## src/rtl/shift_pkg.sv

```systemverilog
// Constants and word type shared by the serial shift-register stages.
package shift_pkg;

   localparam int WIDTH_DEF = 4;
   localparam int DEPTH_DEF = 2;

   typedef logic [WIDTH_DEF-1:0] word_t;

endpackage

```

## src/rtl/word_fifo.sv

```systemverilog
// Register-based word FIFO. Read data comes straight from the storage registers.
module word_fifo #(
   parameter int WIDTH = 4,
   parameter int DEPTH = 2
) (
   input  logic             clk,
   input  logic             areset_n,
   input  logic             push,
   input  logic             pop,
   input  logic [WIDTH-1:0] push_data,
   output logic [WIDTH-1:0] data,
   output logic             full,
   output logic             empty
);

   localparam int AW = $clog2(DEPTH);

   logic [WIDTH-1:0] mem [DEPTH];
   logic [AW:0]      wr_ptr;
   logic [AW:0]      rd_ptr;
   logic             do_push;
   logic             do_pop;

   // Pointers carry one extra wrap bit so full and empty are distinguishable.
   assign empty   = (wr_ptr == rd_ptr);
   assign full    = (wr_ptr[AW] != rd_ptr[AW]) && (wr_ptr[AW-1:0] == rd_ptr[AW-1:0]);
   assign do_pop  = pop && !empty;
   assign do_push = push && (!full || do_pop);
   assign data    = mem[rd_ptr[AW-1:0]];

   always_ff @(posedge clk or negedge areset_n) begin
      if (!areset_n) begin
         wr_ptr <= '0;
         rd_ptr <= '0;
         for (int i = 0; i < DEPTH; i++) mem[i] <= '0;
      end else begin
         if (do_push) begin
            mem[wr_ptr[AW-1:0]] <= push_data;
            wr_ptr              <= wr_ptr + 1'b1;
         end
         if (do_pop) rd_ptr <= rd_ptr + 1'b1;
      end
   end

endmodule

```

## src/rtl/shift_deserializer.sv

```systemverilog
// Serial-to-parallel converter: LSB-first bits are assembled into words and queued in a FIFO.
module shift_deserializer
   import shift_pkg::*;
#(
   parameter int WIDTH = WIDTH_DEF,
   parameter int DEPTH = DEPTH_DEF
) (
   input  logic                     clk,
   input  logic                     areset_n,
   input  logic                     clr,
   input  logic                     bit_in,
   input  logic                     bit_valid,
   output logic [WIDTH-1:0]         out_data,
   output logic                     out_valid,
   input  logic                     out_ready,
   output logic [$clog2(WIDTH)-1:0] bit_cnt,
   output logic                     overflow
);

   localparam int CW = $clog2(WIDTH);

   logic [WIDTH-1:0] acc;
   logic [WIDTH-1:0] word_next;
   logic [CW-1:0]    cnt;
   logic             accept;
   logic             complete;
   logic             pop;
   logic             full;
   logic             empty;

   assign word_next = {bit_in, acc[WIDTH-1:1]};
   assign accept    = bit_valid && !clr;
   assign complete  = accept && (cnt == CW'(WIDTH - 1));
   assign out_valid = !empty;
   assign pop       = out_valid && out_ready;
   assign bit_cnt   = cnt;

   always_ff @(posedge clk or negedge areset_n) begin
      if (!areset_n) begin
         acc      <= '0;
         cnt      <= '0;
         overflow <= 1'b0;
      end else if (clr) begin
         acc      <= '0;
         cnt      <= '0;
         overflow <= 1'b0;
      end else if (accept) begin
         acc <= word_next;
         cnt <= complete ? '0 : cnt + 1'b1;
         // A same-edge pop frees a slot, so only a push into a full, non-draining FIFO drops.
         if (complete && full && !pop) overflow <= 1'b1;
      end
   end

   word_fifo #(
      .WIDTH(WIDTH),
      .DEPTH(DEPTH)
   ) u_fifo (
      .clk      (clk),
      .areset_n (areset_n),
      .push     (complete),
      .pop      (pop),
      .push_data(word_next),
      .data     (out_data),
      .full     (full),
      .empty    (empty)
   );

endmodule

```

## config.mk

```make
export PLATFORM = sky130hd
export DESIGN_NAME = shift_deserializer
export DESIGN_NICKNAME = d
export VERILOG_FILES = /design/src/rtl/shift_pkg.sv /design/src/rtl/word_fifo.sv /design/src/rtl/shift_deserializer.sv
export SDC_FILE = /design/constraint.sdc
export NUM_CORES = 1
export LEC_CHECK = 0
export CAP_MARGIN = 20
export CORE_UTILIZATION = 58
export CTS_BUF_LIST = sky130_fd_sc_hd__clkbuf_4
export CTS_CLUSTER_SIZE = 20
export DETAILED_ROUTE_END_ITERATION = 8
export HOLD_SLACK_MARGIN = 0.03
export PLACE_DENSITY = 0.86
export SLEW_MARGIN = 20
export SYNTH_ARGS = -nofsm -noshare
export SYNTH_HDL_FRONTEND = slang
export SYNTH_SLANG_ARGS = --single-unit
export TNS_END_PERCENT = 100
```

## constraint.sdc

```tcl
create_clock -name clk -period 3.3 [get_ports clk]
set_clock_uncertainty 0.15 [all_clocks]
set_input_delay 0.495 -clock clk [delete_from_list [all_inputs] [get_ports clk]]
set_output_delay 0.495 -clock clk [all_outputs]
set_load 0.005 [all_outputs]
```

# After elaboration in Yosys (flattened, before gate mapping)
# Index checks and enable logic that the tools add are counted.
# totals
regBits	19
out_inout_bits	8
# classes
add_sub_neg	3
order_cmp	3
eq_ne	4
muxes	14
n_bitwise	2
n_reduce_logical	17
# ops
operator	n
$mux W4	6
$logic_and A1 B1 Y1	9
$bwmux W8	1
$add A2 B1 Y2 const B	3
$mux W2	3
$demux W4 S1	1
$ge A2 B2 Y1 const B	2
$logic_not A1 Y1	4
$not A1 Y2	2
$reduce_bool A2 Y1	2
$mux W1	3
$eq A2 B2 Y1	1
$eq A2 B2 Y1 const B	1
$lt A2 B1 Y1 const B	1
$reduce_and A2 Y1	1
$eq A1 B1 Y1	1
$logic_or A1 B1 Y1	1
$ne A1 B1 Y1	1

# Logic depth before layout (Yosys ltp)
# Gate-level depths: netlist (run 1).
# logic_depth
depth_word	8
depth_mapped	4

# Cells and area by module
# Synthesis (run 1) repeated with hierarchy kept, for this count alone.
# unflattened
hier_cells	71
area_unflattened_um2	893.4
# by_module_without_submodules
module	instances	cells_per_inst	area_per_inst_um2
word_fifo	1	47	615.6
shift_deserializer	1	24	277.8

# Worst setup path before layout (run 1)
# No wires, ideal clock.
# synth_timing
path_type	reg2reg
startpoint	register u_fifo.rd_ptr[0]
endpoint	register u_fifo.mem[0] in the netlist's numbering
setup_time_ns	0.125
arrival_time_ns	1.438
required_ns	3.025
path_slack_ns	1.587
path_stages_with_launch	5
path_buffers	1
path_cell_list	dfrtp_1 -> buf_4 -> xor2_2 -> o311ai_4 -> mux2_2
# synth_via
elab_chain_cells	6
word_cells_on_any_way	9
cone_classes	2 x eq/ne; 7 x reduce/logical
# synth_lines
item	line_no	source
start, declared	word_fifo.sv:20	logic [AW:0] rd_ptr;
start signal, assigned	word_fifo.sv:41	if (do_pop) rd_ptr <= rd_ptr + 1'b1;
$eq A2 B2 Y1	word_fifo.sv:25	assign empty = (wr_ptr == rd_ptr);
$logic_not A1 Y1	word_fifo.sv:27, shift_deserializer.sv:34	
$logic_and A1 B1 Y1	shift_deserializer.sv:35	assign pop = out_valid && out_ready;
$logic_and A1 B1 Y1	word_fifo.sv:27	assign do_pop = pop && !empty;
$logic_or A1 B1 Y1 *	word_fifo.sv:28	assign do_push = push && (!full || do_pop);
$logic_and A1 B1 Y1 *	word_fifo.sv:28	
end signal, assigned by index	word_fifo.sv:38	mem[wr_ptr[AW-1:0]] <= push_data;
end, declared	word_fifo.sv:18	logic [WIDTH-1:0] mem [DEPTH];
# Every way passes the cells marked *; elsewhere a longest branch is shown, timed or not.
# A chain may end at the register's enable or synchronous reset.

# Final worst setup path (run 1)
# layout_timing
startpoint	register u_fifo.rd_ptr[0]
endpoint	output out_valid
# layout_via
elab_chain_cells	2
# layout_lines
item	line_no	source
$eq A2 B2 Y1	word_fifo.sv:25	
$logic_not A1 Y1	shift_deserializer.sv:34	assign out_valid = !empty;
end, declared	shift_deserializer.sv:14	output logic out_valid,
# No other way between the ends.

==> run summary, run 1 <==
Status: finished clean
Capture point of the worst reg-to-reg path: u_fifo.mem[0]
Tmin final: 2550 ps
Final Cycle Share: 0.772
Seq/Total Area, Yosys: 0.518
Post-synthesis xor/xnor area fraction: 0.0878
Slew margin rel.: 0.483
Syn. warnings: 0
Critical path's slowest cell: dfrtp_1
Mux contribution to synthesized area: 0.213
Initial Utilization: 0.644
Detailed-route via count: 532
Hold Crit Depth: 1
Setup-failing EPs final: 0
Largest net degree at the start of global routing: 19
Number of buffers inserted by post-CTS setup repair: 0
GPL Wtd Cong: 0.738
Crit. End Element: output port
Fin area: 1030 um2
Max Cap Viol: 0
Fin util: 0.765
PostCTS Resize Cnt: 0
Tot GR Track Use: 0.220
Post-DRT Antenna Nets: 0
Largest family of logic cells by synthesized area: multiplexers
Metal3 WL: 50 um
Placed Cells: 88
First-pass GRT wire length: 2.30 mm
Ant diodes: 0
Post-Syn Area per Cell: 14.0 um2
Total congestion overflow: 0
Max layer used: met4
Final std cells w/o fill: 92
Initial DRC count: 10
Total CTS buffers: 3
Setup crit start kind: register
Worst path cell trace: xor2_2 > or2b_1 > clkdlybuf4s50_1
Max-slew violations: 0
IO Port Bufs: 13
CP top delay family: flip-flops
Post-Synth Simple-Gate Area: 0.0504
Layout area overhead: 18.7%
Worst Hold Class: reg -> reg
Routed len/inst: 16.3 um
Syn_nets: 69
Final hold violation count: 0
Met1 wire length: 678 um
Hold buffer count at cts: 0
DP HPWL: 1.06 mm
IO Pins: 14
CP Max Fanout: 8
Via/cell ratio: 5.78
FF-to-FF Start: u_fifo.rd_ptr[0]
RSZ-0062 raised after global routing: false
Drt pass-1 iters: 4
Initial antenna violation count: 0
Clock Latency Late Sink: 290 ps
Leakage: 0.481 nW
Num rows: 13
Total power: 589 uW
Setup TNS: 0 ps
Setup ws final: 751 ps
Drt drc: 0
Seq cells post-synth: 18
Worst setup path category: reg -> out
F_max: 0.392 GHz
Cells after synthesis: 62
Worst reg-to-reg setup slack: 1360 ps
Pre-CTS setup slack: 995 ps
WHS Endpoint: u_fifo.mem[6]
Synth Area in Compound Gates: 0.0935
Instance area at placement: 1010 um2
Clock Sink Count: 18
Die area: 1660 um2
CTS tree: done
Die Span Y: 40.7 um
Clk root buf: clkbuf_4
Vias in the first global route: 519
Final wirelength: 1.50 mm
Core Box Area: 1350 um2
Clock slew at reported path FFs: 100 ps
R2R depth: 3
Worst slew pin tran: 773 ps
Cell Area, Synth: 870 um2
Most frequent cells in the layout: dfrtp_1 (18), clkdlybuf4s50_1 (13), mux2_2 (12), nor2_1 (6), mux2i_1 (5)
Die width: 40.7 um
Met2 WL: 762 um
H-tree Lvls: 1
Synth Area in Adders: 0.0144
Worst path arrival time: 1900 ps
Critical path buffers and inverters: 1
Synth unique cells: 20
VDD IR max: 0.313 mV
Min-delay src: u_fifo.mem[6]
Commonest non-fill, non-tap cell in the layout: dfrtp_1
WP data required: 2650 ps
Clock Tree Buf Depth: 2
NumNets Final: 85
WHS: 365 ps
Share of layout cells above drive strength 1: 0.247
Power Density: 571 nW/um2
Max incr delay on CP: 640 ps
[final cells by class]
type / instances / area (um2)
multi-input cells: 40 / 399
repair buffers: 13 / 130
flip-flops and latches: 18 / 450
inverters: 2 / 7.51
well taps: 15 / 18.8
clock inverters: 1 / 3.75
fillers: 86 / 318
clock buffers: 3 / 22.5
[kinds of logic (layout without fill, tap and decap cells)]
kind of cell,Yosys count,count (layout)
DFF,18,18
muxes,17,17
and+or+nand+nor,9,9
xor gates and xnor gates,7,7
AOI/OAI and AO/OA,6,6
buffers and inverters,4,19
adders and majority gates,1,1
[power breakdown]
group,internal [mW],leakage [nW],switching [mW],total [mW]
sequential,0.248,0.243,0.0549,0.302
clock,0.0440,0.0154,0.0679,0.112
combinational,0.0903,0.223,0.0843,0.175
[Yosys cell counts, drive strengths merged]
library cell | instances | area share
o311ai | 2 | 0.060
and3b | 1 | 0.010
a22o | 1 | 0.010
o21ai | 1 | 0.0057
o211ai | 1 | 0.0086
ha | 1 | 0.014
xor2 | 2 | 0.029
buf | 2 | 0.014
mux2 | 12 | 0.16
dfrtp | 18 | 0.52
nor2 | 6 | 0.026
xnor2 | 5 | 0.059
inv | 2 | 0.0086
nor3 | 1 | 0.0057
or2b | 1 | 0.0086
mux2i | 5 | 0.058
o31ai | 1 | 0.0086
[state kept, by name, indices dropped and copies added, names as in the netlist]
name / flops
u_fifo.mem: 8
acc: 3
bit_cnt: 2
u_fifo.rd_ptr: 2
u_fifo.wr_ptr: 2
overflow: 1
[layer usage]
metal / track usage / up-vias
met5: 0 / -
met3: 0.0489 / 2
met2: 0.397 / 9
met1: 0.242 / 270
met4: 0.100 / 0
li1: - / 251
[worst max path at each step]
stage	startpoint	to	cells after the start
after global placement	bit_valid	u_fifo.mem[1]	4
after CTS	u_fifo.rd_ptr[0]	out_valid	3
after floorplan	u_fifo.rd_ptr[0]	u_fifo.mem[0]	4
final	u_fifo.rd_ptr[0]	out_valid	3
after global routing	u_fifo.rd_ptr[0]	out_valid	3
after detailed placement	bit_valid	u_fifo.mem[0]	4
(Power assumes the default switching activity.)
==> inputs of run 2 (changes only) <==
--- a/config.mk
+++ b/config.mk
@@ -6,12 +6,12 @@
 export NUM_CORES = 1
 export LEC_CHECK = 0
 export CAP_MARGIN = 20
-export CORE_UTILIZATION = 58
+export CORE_UTILIZATION = 54
 export CTS_BUF_LIST = sky130_fd_sc_hd__clkbuf_4
 export CTS_CLUSTER_SIZE = 20
 export DETAILED_ROUTE_END_ITERATION = 8
 export HOLD_SLACK_MARGIN = 0.03
-export PLACE_DENSITY = 0.86
+export PLACE_DENSITY = 0.8
 export SLEW_MARGIN = 20
 export SYNTH_ARGS = -nofsm -noshare
 export SYNTH_HDL_FRONTEND = slang
==> constraint.sdc (replaced) <==
create_clock -name clk -period 2.5 [get_ports clk]
set_clock_uncertainty 0.15 [all_clocks]
set_input_delay 0.375 -clock clk [delete_from_list [all_inputs] [get_ports clk]]
set_output_delay 0.375 -clock clk [all_outputs]
set_load 0.005 [all_outputs]
==> run 2 against run 1 <==
Power increased by 28%. Critical path depth unchanged. Register-to-register slack got worse by 730 ps. First-iteration DRC count down 100%. Final cell count rose by 1.1%. Core utilization fell by 7.6 points. Largest power group unchanged.
==> run summary, run 2 (synthesis gave the netlist of run 1 again) <==
Total congestion overflow: 0
Slew margin rel.: 0.476
Layout area overhead: 19.3%
Largest register FFs: 8
Capture point of the worst reg-to-reg path: u_fifo.mem[2]
CP Max Fanout: 5
Setup-failing EPs final: 0
WHS: 359 ps
Most flops, register: u_fifo.mem
Final hold violation count: 0
Commonest non-fill, non-tap cell in the layout: dfrtp_1
Initial DRC count: 0
R2R depth: 3
Setup TNS: 0 ps
CTS tree: done
RSZ-0062 raised after global routing: false
Most frequent cells in the layout: dfrtp_1 (18), clkdlybuf4s50_1 (13), mux2_2 (12), nor2_1 (6), mux2i_1 (5)
Final wirelength: 1.35 mm
Net Sw Frac: 0.333
Total power: 754 uW
Num rows: 14
VDD IR max: 0.532 mV
Worst reg-to-reg setup slack: 630 ps
Worst Hold Class: reg -> reg
Power Density: 727 nW/um2
Hold buffer count at cts: 0
Top Registers: u_fifo.mem (8), acc (3)
First-pass GRT wire length: 2.49 mm
Leakage: 0.484 nW
Die area: 1770 um2
Initial antenna violation count: 0
IO Pins: 14
Core Box Area: 1510 um2
Max Cap Viol: 0
Largest net degree at the start of global routing: 19
Detailed-route via count: 481
Fin util: 0.689
Vias in the first global route: 517
Die Span Y: 42.1 um
Clock power share: 0.179
Setup crit start kind: register
Min-delay src: u_fifo.mem[2]
NumNets Final: 86
Share of layout cells above drive strength 1: 0.260
Number of buffers inserted by post-CTS setup repair: 0
Tot GR Track Use: 0.185
Hold Crit Depth: 1
Flop pwr share: 0.525
Routed len/inst: 14.5 um
Max-slew violations: 0
Clock Tree Buf Depth: 2
Final Cycle Share: 0.936
WHS Endpoint: u_fifo.mem[2]
Drt drc: 0
Initial Utilization: 0.577
Clk root buf: clkbuf_4
Post-DRT Antenna Nets: 0
PostCTS Resize Cnt: 0
Status: finished clean
Power Internal: 503 uW
Crit. End Element: output port
Clock slew at reported path FFs: 90 ps
FF-to-FF Start: u_fifo.rd_ptr[0]
F_max: 0.427 GHz
Via/cell ratio: 5.17
Worst path arrival time: 1820 ps
WP data required: 1980 ps
Worst slew pin tran: 784 ps
Tmin final: 2340 ps
GPL Wtd Cong: 0.793
IO Port Bufs: 13
Fillers: 112
Ant diodes: 0
Combinational power share: 0.296
Die width: 42.1 um
Total CTS buffers: 3
Clock Sink Count: 18
H-tree Lvls: 1
P_sw: 251 uW
Clock Latency Late Sink: 280 ps
Worst setup path category: reg -> out
DP HPWL: 1.04 mm
Drt pass-1 iters: 1
-- run 2: changes by cell type in the layout (fill, tap and decap cells not counted) --
cell      before  now
buf_4          0    1
clkinv_1       1    0
-- run 2: metal layers --
metal	wire (um)	track usage	up-vias
met2	653	0.309	9
met4	0	0.0188	0
li1	-	-	250
met3	55	0.0474	0
met1	643	0.254	222
met5	0	0	-
-- run 2: power groups by stage --
stage	combinational, mW	clock [mW]	sequential [mW]
2_1_floorplan	0.194	0	0.366
3_3_place_gp	0.222	0	0.398
3_5_place_dp	0.224	0	0.403
4_1_cts	0.226	0.143	0.397
5_1_grt	0.244	0.151	0.404
6_report	0.223	0.135	0.395
-- run 2: area by class of cell --
class                           count  area (um2)  area share
Sequential cell                    18         450       0.434
Inverter                            2        7.51     0.00724
Multi-Input combinational cell     40         399       0.385
Clock buffer                        3        22.5      0.0217
Tap cell                           16        20.0      0.0193
Timing Repair Buffer               14         138       0.133
-- run 2: worst max-delay path, stage by stage, from the launching register on --
cell	delay [ps]
dfrtp_1	450
xnor2_2	390
or2b_1	260
clkdlybuf4s50_1	440
-- run 2: worst max path at each step --
stage                          start       endpoint  depth (start not counted)
floorplan           u_fifo.rd_ptr[0]  u_fifo.mem[0]                          4
global placement                 clr  u_fifo.mem[2]                          4
detailed placement               clr  u_fifo.mem[2]                          4
CTS                 u_fifo.rd_ptr[0]      out_valid                          3
global route        u_fifo.rd_ptr[0]      out_valid                          3
finish              u_fifo.wr_ptr[1]      out_valid                          3
-- run 2: stage by stage --
stage / cells / area, um2 / worst slack [ps]
global placement: 90 / 1010 / 386
global route: 93 / 1040 / 73.4
finish: 93 / 1040 / 159
detailed placement: 90 / 1010 / 371
floorplan: 62 / 870 / 787
CTS: 93 / 1040 / 143
